[src/rtl/lower_layer_n_sort.sv]
// lower_layer_n_sort
// Loads NUM_IN unsigned distances in one cycle, sorts them in place with an
// odd-even transposition network (one phase per clock) and streams the K
// smallest values out in ascending order, each tagged with its original input
// index, over a valid/ready handshake.
//
// Optional build macro: LOWER_SORT_EARLY_EXIT_EN
//   When defined, the sort leaves early once two consecutive phases make no
//   swap (minimum two phases). When undefined, the sort always runs NUM_IN
//   phases.
module lower_layer_n_sort #(
    parameter int DATA_WIDTH = 8,
    parameter int NUM_IN     = 4,
    parameter int K          = NUM_IN,
    parameter int IDX_W      = $clog2(NUM_IN)
) (
    input  logic                         clk,
    input  logic                         rst,
    input  logic                         load,
    input  logic [NUM_IN*DATA_WIDTH-1:0] data_in,
    output logic                         busy,
    output logic                         out_valid,
    input  logic                         out_ready,
    output logic [DATA_WIDTH-1:0]        sorted_data,
    output logic [IDX_W-1:0]             sorted_idx,
    output logic                         done
);

    localparam int PH_W = $clog2(NUM_IN);

    typedef enum logic [1:0] {
        S_IDLE = 2'd0,
        S_SORT = 2'd1,
        S_OUT  = 2'd2
    } state_t;

    state_t                state_q, state_d;
    logic [PH_W-1:0]       ph_q, ph_d;
    logic [IDX_W-1:0]      ptr_q, ptr_d;
    logic                  done_q, done_d;

    logic [DATA_WIDTH-1:0] val_q [NUM_IN];
    logic [DATA_WIDTH-1:0] val_d [NUM_IN];
    logic [IDX_W-1:0]      tag_q [NUM_IN];
    logic [IDX_W-1:0]      tag_d [NUM_IN];

    // One compare-exchange decision per adjacent pair; only pairs whose lower
    // position has the same parity as the current phase take part.
    logic [NUM_IN-2:0]     pair_swap;

`ifdef LOWER_SORT_EARLY_EXIT_EN
    logic                  any_swap;
    logic                  prev_swap_q, prev_swap_d;
`endif

    generate
        for (genvar gi = 0; gi < NUM_IN - 1; gi++) begin : g_pair
            localparam logic PAIR_PARITY = logic'(gi % 2);
            // Strict compare keeps equal values in place, so ties stay in
            // ascending input-index order.
            assign pair_swap[gi] = (ph_q[0] == PAIR_PARITY) &&
                                   (val_q[gi] > val_q[gi+1]);
        end
    endgenerate

`ifdef LOWER_SORT_EARLY_EXIT_EN
    assign any_swap = |pair_swap;
`endif

    // Value/tag array next state: capture on load, compare-exchange while sorting.
    always_comb begin
        val_d = val_q;
        tag_d = tag_q;
        if (state_q == S_IDLE && load) begin
            for (int i = 0; i < NUM_IN; i++) begin
                val_d[i] = data_in[i*DATA_WIDTH +: DATA_WIDTH];
                tag_d[i] = IDX_W'(i);
            end
        end else if (state_q == S_SORT) begin
            for (int j = 0; j < NUM_IN - 1; j++) begin
                if (pair_swap[j]) begin
                    val_d[j]   = val_q[j+1];
                    val_d[j+1] = val_q[j];
                    tag_d[j]   = tag_q[j+1];
                    tag_d[j+1] = tag_q[j];
                end
            end
        end
    end

    // Array storage; contents are meaningless outside a batch, so no reset.
    always_ff @(posedge clk) begin
        val_q <= val_d;
        tag_q <= tag_d;
    end

    // Control state register with synchronous reset.
    always_ff @(posedge clk) begin
        if (rst) begin
            state_q     <= S_IDLE;
            ph_q        <= '0;
            ptr_q       <= '0;
            done_q      <= 1'b0;
`ifdef LOWER_SORT_EARLY_EXIT_EN
            prev_swap_q <= 1'b0;
`endif
        end else begin
            state_q     <= state_d;
            ph_q        <= ph_d;
            ptr_q       <= ptr_d;
            done_q      <= done_d;
`ifdef LOWER_SORT_EARLY_EXIT_EN
            prev_swap_q <= prev_swap_d;
`endif
        end
    end

    // FSM next-state logic and outputs.
    always_comb begin
        state_d     = state_q;
        ph_d        = ph_q;
        ptr_d       = ptr_q;
        done_d      = 1'b0;
`ifdef LOWER_SORT_EARLY_EXIT_EN
        prev_swap_d = prev_swap_q;
`endif
        busy        = (state_q != S_IDLE);
        out_valid   = 1'b0;
        done        = done_q;
        sorted_data = '0;
        sorted_idx  = '0;

        case (state_q)
            S_IDLE: begin
                if (load) begin
                    state_d     = S_SORT;
                    ph_d        = '0;
`ifdef LOWER_SORT_EARLY_EXIT_EN
                    prev_swap_d = 1'b0;
`endif
                end
            end
            S_SORT: begin
                ph_d = ph_q + PH_W'(1);
`ifdef LOWER_SORT_EARLY_EXIT_EN
                prev_swap_d = any_swap;
`endif
                if (ph_q == PH_W'(NUM_IN - 1)) begin
                    state_d = S_OUT;
                    ptr_d   = '0;
                end
`ifdef LOWER_SORT_EARLY_EXIT_EN
                // Two quiet phases in a row cover both parities: array is sorted.
                else if (!any_swap && !prev_swap_q && ph_q != '0) begin
                    state_d = S_OUT;
                    ptr_d   = '0;
                end
`endif
            end
            S_OUT: begin
                out_valid   = 1'b1;
                sorted_data = val_q[ptr_q];
                sorted_idx  = tag_q[ptr_q];
                if (out_ready) begin
                    if (ptr_q == IDX_W'(K - 1)) begin
                        state_d = S_IDLE;
                        ptr_d   = '0;
                        done_d  = 1'b1;
                    end else begin
                        ptr_d = ptr_q + IDX_W'(1);
                    end
                end
            end
            default: begin
                state_d = S_IDLE;
            end
        endcase
    end

endmodule

[config.mk]
export PLATFORM = sky130hd
export DESIGN_NAME = lower_layer_n_sort
export DESIGN_NICKNAME = d
export VERILOG_FILES = /design/src/rtl/lower_layer_n_sort.sv
export SDC_FILE = /design/constraint.sdc
export NUM_CORES = 1
export LEC_CHECK = 0
export CORE_ASPECT_RATIO = 2
export CORE_MARGIN = 2
export CORE_UTILIZATION = 54
export DETAILED_ROUTE_END_ITERATION = 8
export PLACE_DENSITY = 0.8
export SLEW_MARGIN = 20
export SYNTH_ARGS = -nofsm -noshare
export SYNTH_HDL_FRONTEND = slang
export SYNTH_SLANG_ARGS = --single-unit
[constraint.sdc]
create_clock -name clk -period 3.3 [get_ports clk]
set_input_delay 0.33 -clock clk [delete_from_list [all_inputs] [get_ports clk]]
set_output_delay 0.33 -clock clk [all_outputs]
set_load 0.01 [all_outputs]
==> out/qor.csv <==
stage,metric,value,unit
drt,wl,7488,um
logic_synthesis,syn_area,3038,um^2
floorplanning,die_y,110.1,um
finish,area_growth,21.75,%
logic_synthesis,synth_edf_count,32,
logic_synthesis,synth_top_cell_area_share,31.63,%
finish,antennaDiodeCount,0,
global_routing,grt_max_degree,21,
pwr,combinationalPowerShare,30.4,%
sta,finalMaxSlewViolations,0,
finish,fin_area,3699,um^2
finish,nFillCells,453,
pwr,seq_power_share,45.1,%
pwr,switching_share,32.89,%
global_routing,antenna_found_initial,0,
logic_synthesis,synth.top_cells.by_area,"edfxtp_1, ha_1, dfxtp_1, mux4_2, nand2_1",
cts,cts_setup_buffers,0,
sta,hold_viol,0,
finish,fin_nets,433,
cts,clkTransAtPathRegs,0.09,ns
logic_synthesis,async_flop_share,0,%
logic_synthesis,yosysWarningCount,0,
finish,layout-drive-gt1-share,6.989,%
logic_synthesis,synth_seq_cells,47,
logic_synthesis,synth_largest_area_cell,edfxtp_1,
pwr,p_switching,0.6358,mW
placed_design,place.gp.congestion,0.8735,
cts,cts.sinks,47,
floorplanning,die_area,6278,um^2
logic_synthesis,avgSynthCellArea,9.319,um^2
placed_design,portBuffers,48,
logic_synthesis,synth_fp_nets,388,
sta,fmax,369.6,MHz
critical_path,crit_fanout,13,
cts,htree_num_levels,2,
drt,firstDrtPassIters,4,
critical_path,crit_path_end_kind,primary output,
critical_path,worst-endpoint-required,2.97,ns
drt,drt-vias-per-instance,6.146,
cts,root_buffer,clkbuf_8,
critical_path,setup.worst_path.class,reg -> out,
drt,wl_per_cell,17.33,um
drt,drc,0,
critical_path,reg2reg_from,val_q[17]$_DFFE_PP_,
cts,cts_hold_buffers,0,
logic_synthesis,syn_inst,326,
drt,ant_nets,0,
logic_synthesis,synth-seq-area-share,41.52,%
logic_synthesis,ys.flop_type,edfxtp_1,
sta,tns,0,ns
floorplanning,num_rows,38,
placed_design,post_dp_cell_area,3568,um^2
cts,cts-resized-gates,0,
drt,drt_iter0_drc,137,
placed_design,dp_hpwl,5778,um
global_routing,track_usage,25.67,%
sta,period_minus_slack,2.705,ns
hold_path,hold_end,ph_q[1]$_SDFFE_PP0P_,
sta,fin_ws,0.5947,ns
cts,clockBufferDepth,2,
logic_synthesis,yosysMostFrequentCell,nand2_1,
flow_run,drv_cap,0,
critical_path,worst_setup_path_start_kind,flop,
pwr,power_leakage,1.532,nW
critical_path,r2r_end,val_q[29]$_DFFE_PP_,
floorplanning,die_x,57.04,um
sta,setup_violations,0,
sta,rsz0062_at_grt,no,
cts,cts_tree,done,
logic_synthesis,synth_cell_type_count,38,
run_status,status,completed,
cts,clock_latency,0.31,ns
global_routing,grt_pass1_wl,12410,um
floorplanning,coreArea,5420,um^2
critical_path,worstPathArrival,2.38,ns
pwr,internal_power,1.298,mW
pwr,clockPowerShare,24.5,%
hold_path,min_from,ph_q[1]$_SDFFE_PP0P_,
cts,cts_made_buffers,5,
critical_path,reg2reg_slack,0.84,ns
hold_path,min_path_cells,2,
global_routing,first_global_vias,2721,
sta,slew_headroom,48.91,%
floorplanning,initial_core_util,56.05,%
placed_design,pre_cts_slack,0.8529,ns
pwr,p_per_area,522.7,nW/um^2
floorplanning,ios,49,
pwr,power.total,1.933,mW
critical_path,r2r_cells,7,
sta,fin_skew,0.01114,ns
hold_path,worst_hold_path_type,reg -> reg,
logic_synthesis,synthTopCellsByCount,"nand2_1, nor2_1, edfxtp_1, inv_1, ha_1",
sta,worst_pin_slew,0.7653,ns
sta,period_share,81.98,%
pwr,vdd_drop_max,0.4438,mV
global_routing,overflow,0,
drt,vias,2655,
cell type report:
| cell class | instances | area [um^2] | share of cell area (%) |
|---|---|---|---|
| Inverter | 27 | 101.3 | 2.740 |
| Clock inverter | 2 | 36.28 | 0.9811 |
| Sequential cell | 47 | 1261 | 34.10 |
| Multi-Input combinational cell | 235 | 1598 | 43.20 |
| Tap cell | 60 | 75.07 | 2.030 |
| Timing Repair Buffer | 55 | 533.0 | 14.41 |
| Clock buffer | 6 | 93.84 | 2.537 |
registers in the layout, indices dropped and copies added, names as in the netlist:
signal   count
tag_q        8
state_q      2
done         1
ptr_q        2
val_q       32
ph_q         2
per-stage QoR:
step	instances	utilization, %	hold slack (ns)
floorplan	326	-	0.3991
global placement	424	65.84	0.4581
detailed placement	424	65.84	0.4756
CTS	432	68.24	0.4890
global route	432	68.24	0.5276
finish	432	68.24	0.4871
worst max path at each step:
stage                          startpoint                   to  slack (ns)  depth (start not counted)
finish              ptr_q[0]$_SDFFE_PP0P_       sorted_data[6]        0.59                          3
global route        ptr_q[0]$_SDFFE_PP0P_       sorted_data[2]        0.46                          3
CTS                 ptr_q[0]$_SDFFE_PP0P_        sorted_idx[0]        0.57                          3
detailed placement    val_q[17]$_DFFE_PP_  val_q[27]$_DFFE_PP_        0.85                          7
global placement       val_q[9]$_DFFE_PP_  val_q[10]$_DFFE_PP_        0.89                          7
floorplan              val_q[9]$_DFFE_PP_  val_q[10]$_DFFE_PP_        1.01                          9
layout by cell type, fill, tap and decap left out, types with 11 or more instances in the layout:
cell              n
nand2_1          50
clkdlybuf4s50_1  48
nor2_1           38
edfxtp_1         32
inv_1            27
ha_1             26
a21oi_1          17
dfxtp_1          15
o21ai_0          13
and2_1           11
nand3_1          11
layer usage:
metal	wire length, um	vias to the layer above	global-route usage [%]
met4	237	0	12.62
met5	0	-	0
met1	2815	1272	28.48
met2	4110	95	47.29
li1	-	1265	-
met3	325	23	3.151
power groups by stage:
stage | logic [mW] | clock network, mW | registers (mW)
6_report | 0.588 | 0.473 | 0.872
5_1_grt | 0.667 | 0.498 | 0.882
4_1_cts | 0.589 | 0.480 | 0.868
3_5_place_dp | 0.585 | 0 | 0.882
3_3_place_gp | 0.563 | 0 | 0.872
2_1_floorplan | 0.417 | 0 | 0.837
worst max-delay path, cell delays in order, from the launching register on:
cell,delay (ns)
dfxtp_1,0.83
mux4_2,0.59
and2_1,0.18
clkdlybuf4s50_1,0.47
logic make-up (layout without fill, tap and decap cells):
family | after synthesis | after routing | share of synthesized area, %
adder cells (fa/ha/maj) | 26 | 26 | 10.71
multiplexers | 13 | 13 | 8.402
AO/OA/AOI/OAI | 67 | 67 | 14.66
flip-flops | 47 | 47 | 41.52
buffers and inverters | 44 | 90 | 5.890
AND/OR/NAND/NOR | 129 | 129 | 18.82
No activity file was read; power rests on OpenSTA's default activity.
